<file path="config.mk">
export PLATFORM = sky130hd
export DESIGN_NAME = cla_seq_adder
export DESIGN_NICKNAME = d
export VERILOG_FILES = /design/src/rtl/cla_pkg.sv /design/src/rtl/cla_group.sv /design/src/rtl/cla_seq_adder.sv
export SDC_FILE = /design/constraint.sdc
export NUM_CORES = 1
export LEC_CHECK = 0
export CAP_MARGIN = 20
export CORE_ASPECT_RATIO = 1.1
export CORE_MARGIN = 2
export CORE_UTILIZATION = 47
export DETAILED_ROUTE_END_ITERATION = 12
export GPL_TIMING_DRIVEN = 0
export HOLD_SLACK_MARGIN = 0.06
export PLACE_DENSITY = 0.82
export SLEW_MARGIN = 5
export SYNTH_ARGS = -nofsm -noshare
export SYNTH_HDL_FRONTEND = slang
export SYNTH_HIERARCHICAL = 1
export SYNTH_SLANG_ARGS = --single-unit
</file>
<file path="constraint.sdc">
create_clock -name clk -period 2.05 [get_ports clk]
set_input_delay 0.3075 -clock clk [delete_from_list [all_inputs] [get_ports clk]]
set_output_delay 0.3075 -clock clk [all_outputs]
set_load 0.01 [all_outputs]
</file>
<file path="src/rtl/cla_pkg.sv">
// Shared constants and FSM state type for the sequential carry-lookahead adder.
package cla_pkg;

    localparam int unsigned CLA_WIDTH = 32;
    localparam int unsigned CLA_GROUP = 4;

    typedef enum logic [1:0] {
        IDLE,
        RUN,
        DONE
    } cla_state_e;

endpackage

</file>
<file path="src/rtl/cla_group.sv">
// One GROUP-bit carry-lookahead slice: per-bit sums, carry-out and group propagate/generate.
module cla_group #(
    parameter int unsigned GROUP = 4
) (
    input  logic [GROUP-1:0] a,
    input  logic [GROUP-1:0] b,
    input  logic             c_in,
    output logic [GROUP-1:0] s,
    output logic             c_out,
    output logic             p_grp,
    output logic             g_grp
);

    logic [GROUP-1:0] p;
    logic [GROUP-1:0] g;
    logic [GROUP:0]   c;
    logic             gen;
    logic             prop;

    assign p = a ^ b;
    assign g = a & b;

    // Each carry is a flat sum-of-products of generates and propagates, not a ripple chain.
    always_comb begin
        c    = '0;
        c[0] = c_in;
        gen  = 1'b0;
        prop = 1'b1;
        for (int i = 0; i < GROUP; i++) begin
            gen  = g[i];
            prop = p[i];
            for (int j = i - 1; j >= 0; j--) begin
                gen  = gen | (prop & g[j]);
                prop = prop & p[j];
            end
            c[i+1] = gen | (prop & c_in);
        end
        s     = p ^ c[GROUP-1:0];
        c_out = c[GROUP];
        p_grp = prop;
        g_grp = gen;
    end

endmodule

</file>
<file path="src/rtl/cla_seq_adder.sv">
// Sequential adder/subtractor resolving one GROUP-bit lookahead slice per cycle, LSB slice first.
// Optional signed-overflow output enabled by defining CLA_SEQ_ADDER_OVF_EN.
module cla_seq_adder
    import cla_pkg::*;
#(
    parameter int unsigned WIDTH = CLA_WIDTH,
    parameter int unsigned GROUP = CLA_GROUP
) (
    input  logic             clk,
    input  logic             rst,
    input  logic             in_valid,
    output logic             in_ready,
    input  logic [WIDTH-1:0] a,
    input  logic [WIDTH-1:0] b,
    input  logic             sub,
    input  logic             cin,
    output logic             out_valid,
    input  logic             out_ready,
    output logic [WIDTH-1:0] sum,
    output logic             cout,
`ifdef CLA_SEQ_ADDER_OVF_EN
    output logic             ovf,
`endif
    output logic             zero
);

    localparam int unsigned NG = WIDTH / GROUP;
    localparam int unsigned CW = (NG > 1) ? $clog2(NG) : 1;

    if ((WIDTH % GROUP) != 0 || GROUP == 0) begin : g_width_check
        $error("cla_seq_adder: WIDTH must be a non-zero multiple of GROUP");
    end

    cla_state_e state_q, state_d;
    logic [CW-1:0]    cnt_q, cnt_d;
    logic [WIDTH-1:0] a_q, a_d;
    logic [WIDTH-1:0] b_q, b_d;
    logic             c_q, c_d;
    logic [WIDTH-1:0] res_q, res_d;
    logic [WIDTH-1:0] sum_q, sum_d;
    logic             cout_q, cout_d;
    logic             zero_q, zero_d;
`ifdef CLA_SEQ_ADDER_OVF_EN
    logic             ovf_q, ovf_d;
`endif

    logic [GROUP-1:0] grp_s;
    logic             grp_cout;
    logic             grp_p;
    logic             grp_g;
    logic             carry_next;
    logic [WIDTH-1:0] res_shift;

    // Operand registers shift right each step, so the active slice is always the low GROUP bits.
    cla_group #(
        .GROUP (GROUP)
    ) u_group (
        .a     (a_q[GROUP-1:0]),
        .b     (b_q[GROUP-1:0]),
        .c_in  (c_q),
        .s     (grp_s),
        .c_out (grp_cout),
        .p_grp (grp_p),
        .g_grp (grp_g)
    );

    assign carry_next = grp_g | (grp_p & c_q);
    assign res_shift  = (res_q >> GROUP) | (WIDTH'(grp_s) << (WIDTH - GROUP));

    always_comb begin
        state_d = state_q;
        cnt_d   = cnt_q;
        a_d     = a_q;
        b_d     = b_q;
        c_d     = c_q;
        res_d   = res_q;
        sum_d   = sum_q;
        cout_d  = cout_q;
        zero_d  = zero_q;
`ifdef CLA_SEQ_ADDER_OVF_EN
        ovf_d   = ovf_q;
`endif
        unique case (state_q)
            IDLE: begin
                if (in_valid) begin
                    a_d     = a;
                    b_d     = sub ? ~b : b;
                    c_d     = sub | cin;
                    res_d   = '0;
                    cnt_d   = '0;
                    state_d = RUN;
                end
            end
            RUN: begin
                a_d   = a_q >> GROUP;
                b_d   = b_q >> GROUP;
                c_d   = carry_next;
                res_d = res_shift;
                if (cnt_q == CW'(NG - 1)) begin
                    cnt_d   = '0;
                    state_d = DONE;
                    sum_d   = res_shift;
                    cout_d  = grp_cout;
                    zero_d  = (res_shift == '0);
`ifdef CLA_SEQ_ADDER_OVF_EN
                    // Carry into the MSB recovered from its sum bit and effective operands.
                    ovf_d   = (grp_s[GROUP-1] ^ a_q[GROUP-1] ^ b_q[GROUP-1]) ^ grp_cout;
`endif
                end else begin
                    cnt_d = cnt_q + CW'(1);
                end
            end
            DONE: begin
                if (out_ready) begin
                    state_d = IDLE;
                end
            end
            default: state_d = IDLE;
        endcase
    end

    always_ff @(posedge clk) begin
        if (rst) begin
            state_q <= IDLE;
            cnt_q   <= '0;
            a_q     <= '0;
            b_q     <= '0;
            c_q     <= 1'b0;
            res_q   <= '0;
            sum_q   <= '0;
            cout_q  <= 1'b0;
            zero_q  <= 1'b0;
`ifdef CLA_SEQ_ADDER_OVF_EN
            ovf_q   <= 1'b0;
`endif
        end else begin
            state_q <= state_d;
            cnt_q   <= cnt_d;
            a_q     <= a_d;
            b_q     <= b_d;
            c_q     <= c_d;
            res_q   <= res_d;
            sum_q   <= sum_d;
            cout_q  <= cout_d;
            zero_q  <= zero_d;
`ifdef CLA_SEQ_ADDER_OVF_EN
            ovf_q   <= ovf_d;
`endif
        end
    end

    assign in_ready  = (state_q == IDLE);
    assign out_valid = (state_q == DONE);
    assign sum       = sum_q;
    assign cout      = cout_q;
    assign zero      = zero_q;
`ifdef CLA_SEQ_ADDER_OVF_EN
    assign ovf       = ovf_q;
`endif

endmodule

</file>
==> results.txt <==
Setup TNS - -328 ps
crit path DAT - 2710 ps
Die ar. - 12700 sq um
Finished Layout Cells - 978
Syn Std Cell Area - 5550 sq um
Port Buffers - 103
vias per cell - 5.52
Fin Clk Skew - 11.8 ps
first-pass GRT wire length - 24900 um
syn nets - 766
worst slack at placement - -441 ps
HPWL Detailed - 9960 um
critical path class - flop to flop
cell count after synthesis - 689
total CTS buffers - 17
Max Cap Viol - 0
critical path startpoint category - flop
residual DRC count - 0
Die H - 118 um
vias in the first global route - 5262
Starting Density - 48.3%
leakage - 2.70 nW
final worst slack - -328 ps
gp weighted congestion - 0.857
core area - 11500 sq um
failing checks - negative setup slack
Clock Sinks - 132
clock buffer depth - 2
Area Growth Syn to Fin - 35.2%
Root Driver - clkbuf_16
Max stage delay cell, worst path - or4_4
Design Power - 6.76 mW
fin util - 65.3%
Clock Latency Late Sink - 420 ps
critical path capture point type - flop
Worst Tran Pin Value - 591 ps
gr ovfl total - 0
total track usage - 24.2%
CP cell instances - ha_4, buf_6, a41oi_2, o21ai_2, xor2_2, nor4_2, nand4_1, or4_4, o31ai_2
Syn Area/Cell - 8.05 sq um
placed cell count - 942
layout cell share with drive strength beyond 1 - 9.66%
HP Class - input pin to flop
DRT antenna net count - 0
minimum clock period - 2380 ps
average wire per standard cell - 15.2 um
crit-path max FO - 3
RSZ-0062 raised after global routing - yes
Die X - 108 um
CTS H-Tree Depth - 4
Final Hold Fails - 0
WP data required - 2380 ps
CTS tree - built
final net count - 892
final setup fails - 1
initial antenna violation count - 0
IO Pins - 106
top cells by area, synth - dfxtp_1, nand2_1, a21oi_1
Tcrit/Tclk final - 116%
share of the synthesized area in the top cell type - 47.6%
pin count of the biggest net entering global routing - 17
PwrDens - 902 nW/um^2
sequential fraction of the synthesis area - 47.6%
first drt pass iteration count - 8
YS warnings - 6
Hold WS - 335 ps
antenna diode count - 0
Cell Area, Placed - 6800 sq um
Core Rows - 41
Clock Pin Slew Worst Setup and Hold Paths - 60 ps
final instance area - 7500 sq um
Synth cell types - 36
Via Count - 5401
DR iter-0 viols - 347
status - complete, but fails checks
VDD IR max - 0.520 mV
post-synth top area cell - dfxtp_1
Max Clk Rate - 420 MHz
Final Max Tran Viols - 0
Slew Limit Headroom - 60.6%
wirelength, routed - 14900 um
Synth Register Bits - 132
Crit path largest cell delay - 450 ps
## timing repair
item                                    in CTS  in global routing
setup buffers                                3                  1
endpoints found under the setup margin       1                  1
pin swaps                                    7                  2
hold buffers                                 0                  0
resized for setup                           13                  1
hold endpoints to repair                     0                  0
## cell usage after synthesis
cell type    n
a2111oi_0    4
a21o_1       3
a21oi_1     98
a21oi_2      1
a22oi_1     28
a311oi_1    28
a31oi_1      1
a41oi_1      1
and2_1       1
and4_2       1
buf_1        8
buf_2       25
clkbuf_1    27
clkbuf_4     1
dfxtp_1    132
fa_1         1
ha_1         6
inv_1        5
nand2_1    186
nand2b_1     3
nand3_1     35
nand3b_1     1
nand4_1      1
nor2_1      38
nor2b_1      3
nor3_1       2
nor3b_1      1
nor4_1       6
o211ai_1     1
o21ai_0      1
o21ai_2      1
o21bai_1     1
o31ai_2      1
or4_1        2
xnor2_1      6
xor2_1      29
## cell families after synthesis
logic type,Yosys count,synth area share [%]
adders and majority gates,7,1.71
DFF,132,47.6
xor gates and xnor gates,35,5.52
and+or+nand+nor,280,20.8
buffers and inverters,66,5.10
AOI/OAI and AO/OA,169,19.3
## critical path: cells and delay by family, from the launching register on
| kind | cells | cell delay, ps |
|---|---|---|
| AOI/OAI and AO/OA | 3 | 410 |
| xor gates and xnor gates | 1 | 180 |
| adders and majority gates | 1 | 220 |
| buffers and inverters | 1 | 110 |
| DFF | 1 | 370 |
| and+or+nand+nor | 3 | 1000 |
## cell type report
| class | instances | area, sq um |
|---|---|---|
| well taps | 150 | 188 |
| clock inverters | 13 | 173 |
| inverters | 5 | 18.8 |
| multi-input cells | 491 | 2700 |
| repair buffers | 107 | 1060 |
| fillers | 926 | 3990 |
| clock buffers | 19 | 443 |
| flip-flops and latches | 132 | 2650 |
| plain buffers | 61 | 264 |
## layout by cell type (no fill, tap or decap), drive strengths merged, types with 2 or more instances in the layout
| cell type | instances |
|---|---|
| xnor2 | 6 |
| clkinvlp | 4 |
| a21oi | 99 |
| a22oi | 28 |
| ha | 6 |
| a311oi | 28 |
| or4 | 2 |
| buf | 37 |
| inv | 9 |
| a2111oi | 4 |
| nor2b | 3 |
| xor2 | 29 |
| clkbuf | 47 |
| nand2 | 186 |
| nand3 | 35 |
| o21ai | 2 |
| nor3 | 2 |
| nor2 | 38 |
| nor4 | 6 |
| a21o | 3 |
| dfxtp | 132 |
| bufinv | 3 |
| clkinv | 2 |
| nand2b | 3 |
| clkdlybuf4s50 | 103 |
## power breakdown
group | internal [mW] | switching (mW)
Sequential | 2.69 | 0.0862
Combinational | 0.363 | 0.461
Clock | 1.96 | 1.19
## state kept, by name, indices dropped and copies added, names as in the netlist
name and count:
a_q 32, b_q 32, c_q 1, cnt_q 3
cout 1, res_q 28, state_q 2, sum 32
zero 1
## per-layer routing
| metal | routed length, um | GRT usage, % | part of all wire, % | up-vias |
|---|---|---|---|---|
| met1 | 6260 | 31.3 | 42 | 2514 |
| met4 | 371 | 8.73 | 2.5 | 0 |
| met2 | 7390 | 40.3 | 50 | 224 |
| li1 | - | - | - | 2625 |
| met5 | 0 | 0 | 0 | - |
| met3 | 890 | 4.21 | 6.0 | 38 |
## path summary, 6_finish.rpt
| check | start | to | slack (ps) | cells after the start |
|---|---|---|---|---|
| max reg2reg | b_q[0]$_SDFFE_PP0P_ | zero$_SDFFE_PP0P_ | -330 | 9 |
| max | b_q[0]$_SDFFE_PP0P_ | zero$_SDFFE_PP0P_ | -330 | 9 |
| min | sub | b_q[30]$_SDFFE_PP0P_ | 330 | 3 |
| min reg2reg | sum[5]$_SDFFE_PP0P_ | sum[5]$_SDFFE_PP0P_ | 450 | 2 |
Power figures use the tool's default switching activity.
